File: src/rtl/stepper_pkg.sv
// Shared types and helpers for the step/direction pulse generator.
package stepper_pkg;

  typedef enum logic [1:0] {IDLE, SETUP, HIGH, LOW} state_e;

  // The period must leave at least one low cycle after the high time.
  function automatic logic [31:0] eff_period(input logic [31:0] cfg, input logic [31:0] hi);
    return (cfg > hi + 32'd1) ? cfg : hi + 32'd1;
  endfunction

endpackage

File: src/rtl/stepper_phase_timer.sv
// Loadable down-counter that times one FSM phase; saturates at zero.
module stepper_phase_timer #(
  parameter int W = 16
) (
  input  logic         clk,
  input  logic         rst_n,
  input  logic         load,
  input  logic         en,
  input  logic [W-1:0] load_val,
  output logic         zero
);

  logic [W-1:0] cnt;

  always_ff @(posedge clk or negedge rst_n) begin
    if (!rst_n)                cnt <= '0;
    else if (load)             cnt <= load_val;
    else if (en && cnt != '0)  cnt <= cnt - 1'b1;
  end

  assign zero = (cnt == '0);

endmodule

File: src/rtl/stepper_pulse_gen.sv
// Step/direction pulse generator for one axis: command FSM, step count, position.
module stepper_pulse_gen
  import stepper_pkg::*;
#(
  parameter int POS_W     = 16,
  parameter int CNT_W     = 16,
  parameter int PER_W     = 16,
  parameter int HI_CYC    = 4,
  parameter int DIR_SETUP = 2
) (
  input  logic             clk,
  input  logic             rst_n,
  input  logic             en,
  input  logic             abort,
  input  logic [PER_W-1:0] cfg_period,
  input  logic             cmd_valid,
  output logic             cmd_ready,
  input  logic             cmd_dir,
  input  logic [CNT_W-1:0] cmd_steps,
  input  logic             pos_load,
  input  logic [POS_W-1:0] pos_load_val,
  output logic             step,
  output logic             dir,
  output logic             busy,
  output logic             done,
  output logic             aborted,
  output logic [POS_W-1:0] position,
  output logic [7:0]       led
);

  state_e           state, state_nx;
  logic [CNT_W-1:0] rem;
  logic [PER_W-1:0] per_q;
  logic             abort_req;
  logic             tmr_load, tmr_zero;
  logic [PER_W-1:0] tmr_val;
  logic             done_nx, abrt_nx;
  logic             rise;

  stepper_phase_timer #(.W(PER_W)) u_timer (
    .clk      (clk),
    .rst_n    (rst_n),
    .load     (tmr_load),
    .en       (busy),
    .load_val (tmr_val),
    .zero     (tmr_zero)
  );

  // Timer is loaded with (duration-1) on every phase entry.
  always_comb begin
    state_nx = state;
    tmr_load = 1'b0;
    tmr_val  = '0;
    done_nx  = 1'b0;
    abrt_nx  = 1'b0;
    unique case (state)
      IDLE: if (cmd_valid) begin
        tmr_load = 1'b1;
        if (cmd_steps == '0) state_nx = LOW;  // one LOW cycle with nothing left -> done
        else begin
          state_nx = SETUP;
          tmr_val  = PER_W'(DIR_SETUP - 1);
        end
      end
      SETUP: if (abort_req) begin
        state_nx = IDLE; done_nx = 1'b1; abrt_nx = 1'b1;
      end else if (tmr_zero && en) begin
        state_nx = HIGH; tmr_load = 1'b1; tmr_val = PER_W'(HI_CYC - 1);
      end
      HIGH: if (tmr_zero) begin
        if (abort_req) begin
          state_nx = IDLE; done_nx = 1'b1; abrt_nx = 1'b1;
        end else begin
          state_nx = LOW; tmr_load = 1'b1;
          tmr_val  = per_q - PER_W'(HI_CYC) - PER_W'(1);
        end
      end
      LOW: if (abort_req) begin
        state_nx = IDLE; done_nx = 1'b1; abrt_nx = 1'b1;
      end else if (tmr_zero) begin
        if (rem == '0) begin
          state_nx = IDLE; done_nx = 1'b1;
        end else if (en) begin
          state_nx = HIGH; tmr_load = 1'b1; tmr_val = PER_W'(HI_CYC - 1);
        end
      end
      default: state_nx = IDLE;
    endcase
  end

  assign rise = (state_nx == HIGH) && (state != HIGH);

  always_ff @(posedge clk or negedge rst_n) begin
    if (!rst_n) begin
      state     <= IDLE;
      step      <= 1'b0;
      dir       <= 1'b0;
      done      <= 1'b0;
      aborted   <= 1'b0;
      rem       <= '0;
      per_q     <= '0;
      abort_req <= 1'b0;
      position  <= '0;
    end else begin
      state   <= state_nx;
      step    <= (state_nx == HIGH);
      done    <= done_nx;
      aborted <= abrt_nx;
      if (state == IDLE && cmd_valid) begin
        dir   <= cmd_dir;
        rem   <= cmd_steps;
        per_q <= PER_W'(eff_period(32'(cfg_period), 32'(HI_CYC)));
      end else if (rise) begin
        rem <= rem - 1'b1;
      end
      // Abort is registered, so a sampled abort takes effect one edge later.
      if (state_nx == IDLE)            abort_req <= 1'b0;
      else if (abort && state != IDLE) abort_req <= 1'b1;
      if (state == IDLE && pos_load) position <= pos_load_val;
      else if (rise)                 position <= dir ? position + 1'b1 : position - 1'b1;
    end
  end

  assign busy      = (state != IDLE);
  assign cmd_ready = (state == IDLE);
  assign led       = position[7:0];

endmodule

File: config.mk
export PLATFORM = sky130hd
export DESIGN_NAME = stepper_pulse_gen
export DESIGN_NICKNAME = d
export VERILOG_FILES = /design/src/rtl/stepper_pkg.sv /design/src/rtl/stepper_phase_timer.sv /design/src/rtl/stepper_pulse_gen.sv
export SDC_FILE = /design/constraint.sdc
export NUM_CORES = 1
export LEC_CHECK = 0
export CAP_MARGIN = 5
export CORE_ASPECT_RATIO = 1.75
export CORE_MARGIN = 2
export CORE_UTILIZATION = 55
export CTS_BUF_LIST = sky130_fd_sc_hd__clkbuf_16
export CTS_CLUSTER_DIAMETER = 40
export DETAILED_ROUTE_END_ITERATION = 8
export PLACE_DENSITY_LB_ADDON = 0.05
export SLEW_MARGIN = 20
export SYNTH_ARGS = -nofsm -noshare
export SYNTH_HDL_FRONTEND = slang
export SYNTH_SLANG_ARGS = --single-unit
export TNS_END_PERCENT = 5
File: constraint.sdc
create_clock -name clk -period 7.6 [get_ports clk]
set_clock_uncertainty 0.05 [all_clocks]
set_input_delay 1.14 -clock clk [delete_from_list [all_inputs] [get_ports clk]]
set_output_delay 1.14 -clock clk [all_outputs]
set_load 0.02 [all_outputs]
==> key figures <==
Synthesis
  – Mean area per synthesized cell: 8.54 µm²
  – Ys Warns: 0
  – Dominant synthesized flop cell: dfrtp_1
  – Cells after synthesis: 542
  – Async S/R FF share, synth: 1.00
  – Distinct cells, synth: 63
  – Cell area after synthesis: 0.00463 mm²
  – Yosys reg bits: 71
  – Seq/Total Area, Yosys: 0.384
  – Number of synthesized flops with an enable pin: 0
  – Post-Syn Nets: 616

Route
  – Vias/cell: 6.24
  – WL final: 12900 µm
  – Pre-Repair DR Iteration Count: 5
  – Routed length on met2: 7170 µm
  – Met3 WL post-DR: 532 µm
  – WL/cell: 18.1 µm
  – Metal1 wirelength: 4600 µm
  – Initial DRC Count: 264
  – Vias: 4452
  – DRC violations left: 0
  – Final ANT Viol Nets: 0
  – Max Used Layer: met4

STA
  – Tightest Pin Transition: 0.928 ns
  – Final Hold Fails: 0
  – Period utilization: 0.493
  – Slew Viols, Final: 0
  – Max frequency: 0.267 GHz
  – RSZ-0062 raised after global routing: false
  – Max-slew headroom: 0.381
  – Final-report setup violation count: 0
  – Final setup TNS: 0 ns
  – Tmin final: 3.75 ns

Worst setup path
  – Crit-path leading delay family: simple AND/OR/NAND/NOR gates
  – Critical path capture point type: register
  – Worst Path Arrival: 3.92 ns
  – CP Launch Type: input pin
  – Max Fanout on Critical Path: 16
  – Worst path depth: 9
  – Buf/Inv on CP: 1
  – CP Class: in -> reg
  – CP Cell Sequence: clkdlybuf4s50_1, nor4_1, and4_1, nand2_1, nand4_4, nand4_4, nand2_1, a21boi_0, a221o_1
  – Required time worst endpoint: 7.77 ns
  – Worst R2R Path Depth: 10
  – Max incr delay on CP: 0.52 ns
  – Crit-path slowest cell: nand2_1

CTS
  – Clock sinks: 71
  – Num CTS Buffers: 9
  – TritonCTS clock tree: built
  – Clk buf depth: 2
  – Post-CTS Setup Bufs: 0
  – Post_cts resized: 0
  – Clock Latency Late Sink: 0.33 ns
  – Hold_buf cts: 0
  – Root Buffer: clkbuf_16
  – Clock Pin Slew Worst Setup and Hold Paths: 0.06 ns
  – # H-tree levels: 3

Pwr
  – P per Cell Area: 160 mW/mm²
  – IR drop worst, VDD: 0.121 mV
  – Tot Pwr: 929 µW
  – Lkg Pwr: 2.64 nW

Global route
  – All-layer global routing usage: 0.294
  – Largest net degree at the start of global routing: 72
  – Grt ovf: 0
  – Antenna violations before repair: 0
  – First-pass GRT wire length: 21200 µm
  – Vias in the first global route: 4606

Floorplan
  – Die ar.: 0.00919 mm²
  – Initial core utilization: 0.560
  – Row count: 44
  – Boundary Pins: 85
  – Die W: 73.3 µm
  – Die height: 125 µm
  – Core area: 0.00826 mm²

Cells and area
  – Most frequent cells in the layout: 84 x nand2_1, 83 x clkdlybuf4s50_1, 71 x dfrtp_1
  – Commonest non-fill, non-tap cell in the layout: nand2_1
  – # nets final: 691
  – Layout fillers: 664
  – N_diodes: 0
  – Share of layout cells above drive strength 1: 0.0595
  – Area added between synthesis and finish: 25.8%

Job
  – Max_cap viols: 0

Worst hold path
  – Worst hold stages: 2
  – Min-delay worst type: reg -> reg

Placed design
  – Final GP Congestion: 0.906
  – DPL Wire Length: 9420 µm
  – Port Buffers: 84

Outcome
  – Status: complete, no violations
==> path summary, 6_finish.rpt <==
| path | start | to | slack, ns |
|---|---|---|---|
| min reg2reg | per_q[15] | per_q[15] | 0.45 |
| max reg2reg | rem[0] | rem[4] | 4.00 |
| min in group asynchronous | rst_n | u_timer.cnt[7] | 0.99 |
| max | cmd_steps[11] | rem[4] | 3.85 |
| min | per_q[15] | per_q[15] | 0.45 |
| max in group asynchronous | rst_n | rem[7] | 5.93 |
==> logic make-up (layout without fill, tap and decap cells) <==
group           after synthesis  in the layout  share of synthesized area
mux                           2              2                    0.00433
flops                        71             71                      0.384
compound gates              138            138                      0.205
fa+ha+maj                    19             19                     0.0530
xor+xnor                     30             30                     0.0568
buf+inv                      47            127                     0.0516
simple gates                235            235                      0.246
==> tightest hold or removal path: cells and delay by family, from the launching register on <==
family / cells / cell delay [ns]
flops: 1 / 0.35
simple gates: 2 / 0.11
==> cell type report <==
type,instances,area [µm²],area share
multi-input combinational,424,2610,0.449
sequential,71,1780,0.305
timing repair buffer,88,870,0.149
clock buffer,9,225,0.0387
clock inverter,7,135,0.0232
tap,92,115,0.0198
inverter,23,86.3,0.0148
==> metal layers <==
layer,vias up,track usage
li1,2120,-
met3,48,0.0492
met2,148,0.535
met5,-,0
met4,0,0.148
met1,2136,0.313
==> Yosys cell counts, drive strengths merged (2+ instances only) <==
cell | count | area [µm²]
o21a | 6 | 45.0
inv | 23 | 86.3
mux2i | 2 | 20.0
o31ai | 4 | 43.8
or3b | 2 | 17.5
a2111o | 2 | 22.5
o22ai | 20 | 125
o22a | 3 | 26.3
nor4 | 11 | 68.8
and2 | 2 | 12.5
nand3 | 13 | 65.1
o211ai | 2 | 20.0
a211o | 3 | 26.3
or4 | 6 | 56.3
nand2 | 84 | 315
a211oi | 8 | 65.1
a21oi | 36 | 180
nand4 | 6 | 67.6
xnor2 | 18 | 158
nor3 | 27 | 140
a2111oi | 4 | 35.0
o21ai | 22 | 110
and3 | 6 | 37.5
a21boi | 3 | 22.5
nand2b | 3 | 18.8
a311oi | 2 | 23.8
nor2 | 59 | 224
and4 | 2 | 20.0
a221o | 3 | 30.0
clkbuf | 9 | 33.8
ha | 18 | 225
o41ai | 2 | 17.5
dfrtp | 71 | 1780
xor2 | 12 | 105
or2 | 3 | 18.8
buf | 15 | 119
a21o | 3 | 22.5
o221ai | 3 | 26.3
a31oi | 5 | 31.3
or3 | 9 | 56.3
==> power breakdown <==
part | switching [mW] | internal (mW) | total [mW]
clock network | 0.159 | 0.351 | 0.510
logic | 0.0147 | 0.0252 | 0.0399
registers | 0.0000000000000000569 | 0.378 | 0.378
==> state kept, by name, summed over array words and instances, names as in the netlist <==
| name | count |
|---|---|
| u_timer.cnt | 16 |
| abort_req | 1 |
| rem | 16 |
| dir | 1 |
| step | 1 |
| state | 2 |
| per_q | 16 |
| position | 16 |
| done | 1 |
| aborted | 1 |
==> through the flow <==
| stage | hold WS (ns) | util | std cells | setup WS [ns] | instance area [µm²] |
|---|---|---|---|---|---|
| floorplan | 0.417 | - | 542 | 4.66 | 4630 |
| global placement | 0.435 | 0.660 | 697 | 3.03 | 5450 |
| detailed placement | 0.435 | 0.660 | 697 | 2.92 | 5450 |
| CTS | 0.449 | 0.703 | 713 | 3.31 | 5810 |
| global route | 0.514 | 0.705 | 714 | 3.74 | 5820 |
| finish | 0.447 | 0.705 | 714 | 3.85 | 5820 |
No activity file was read; power rests on OpenSTA's default activity.
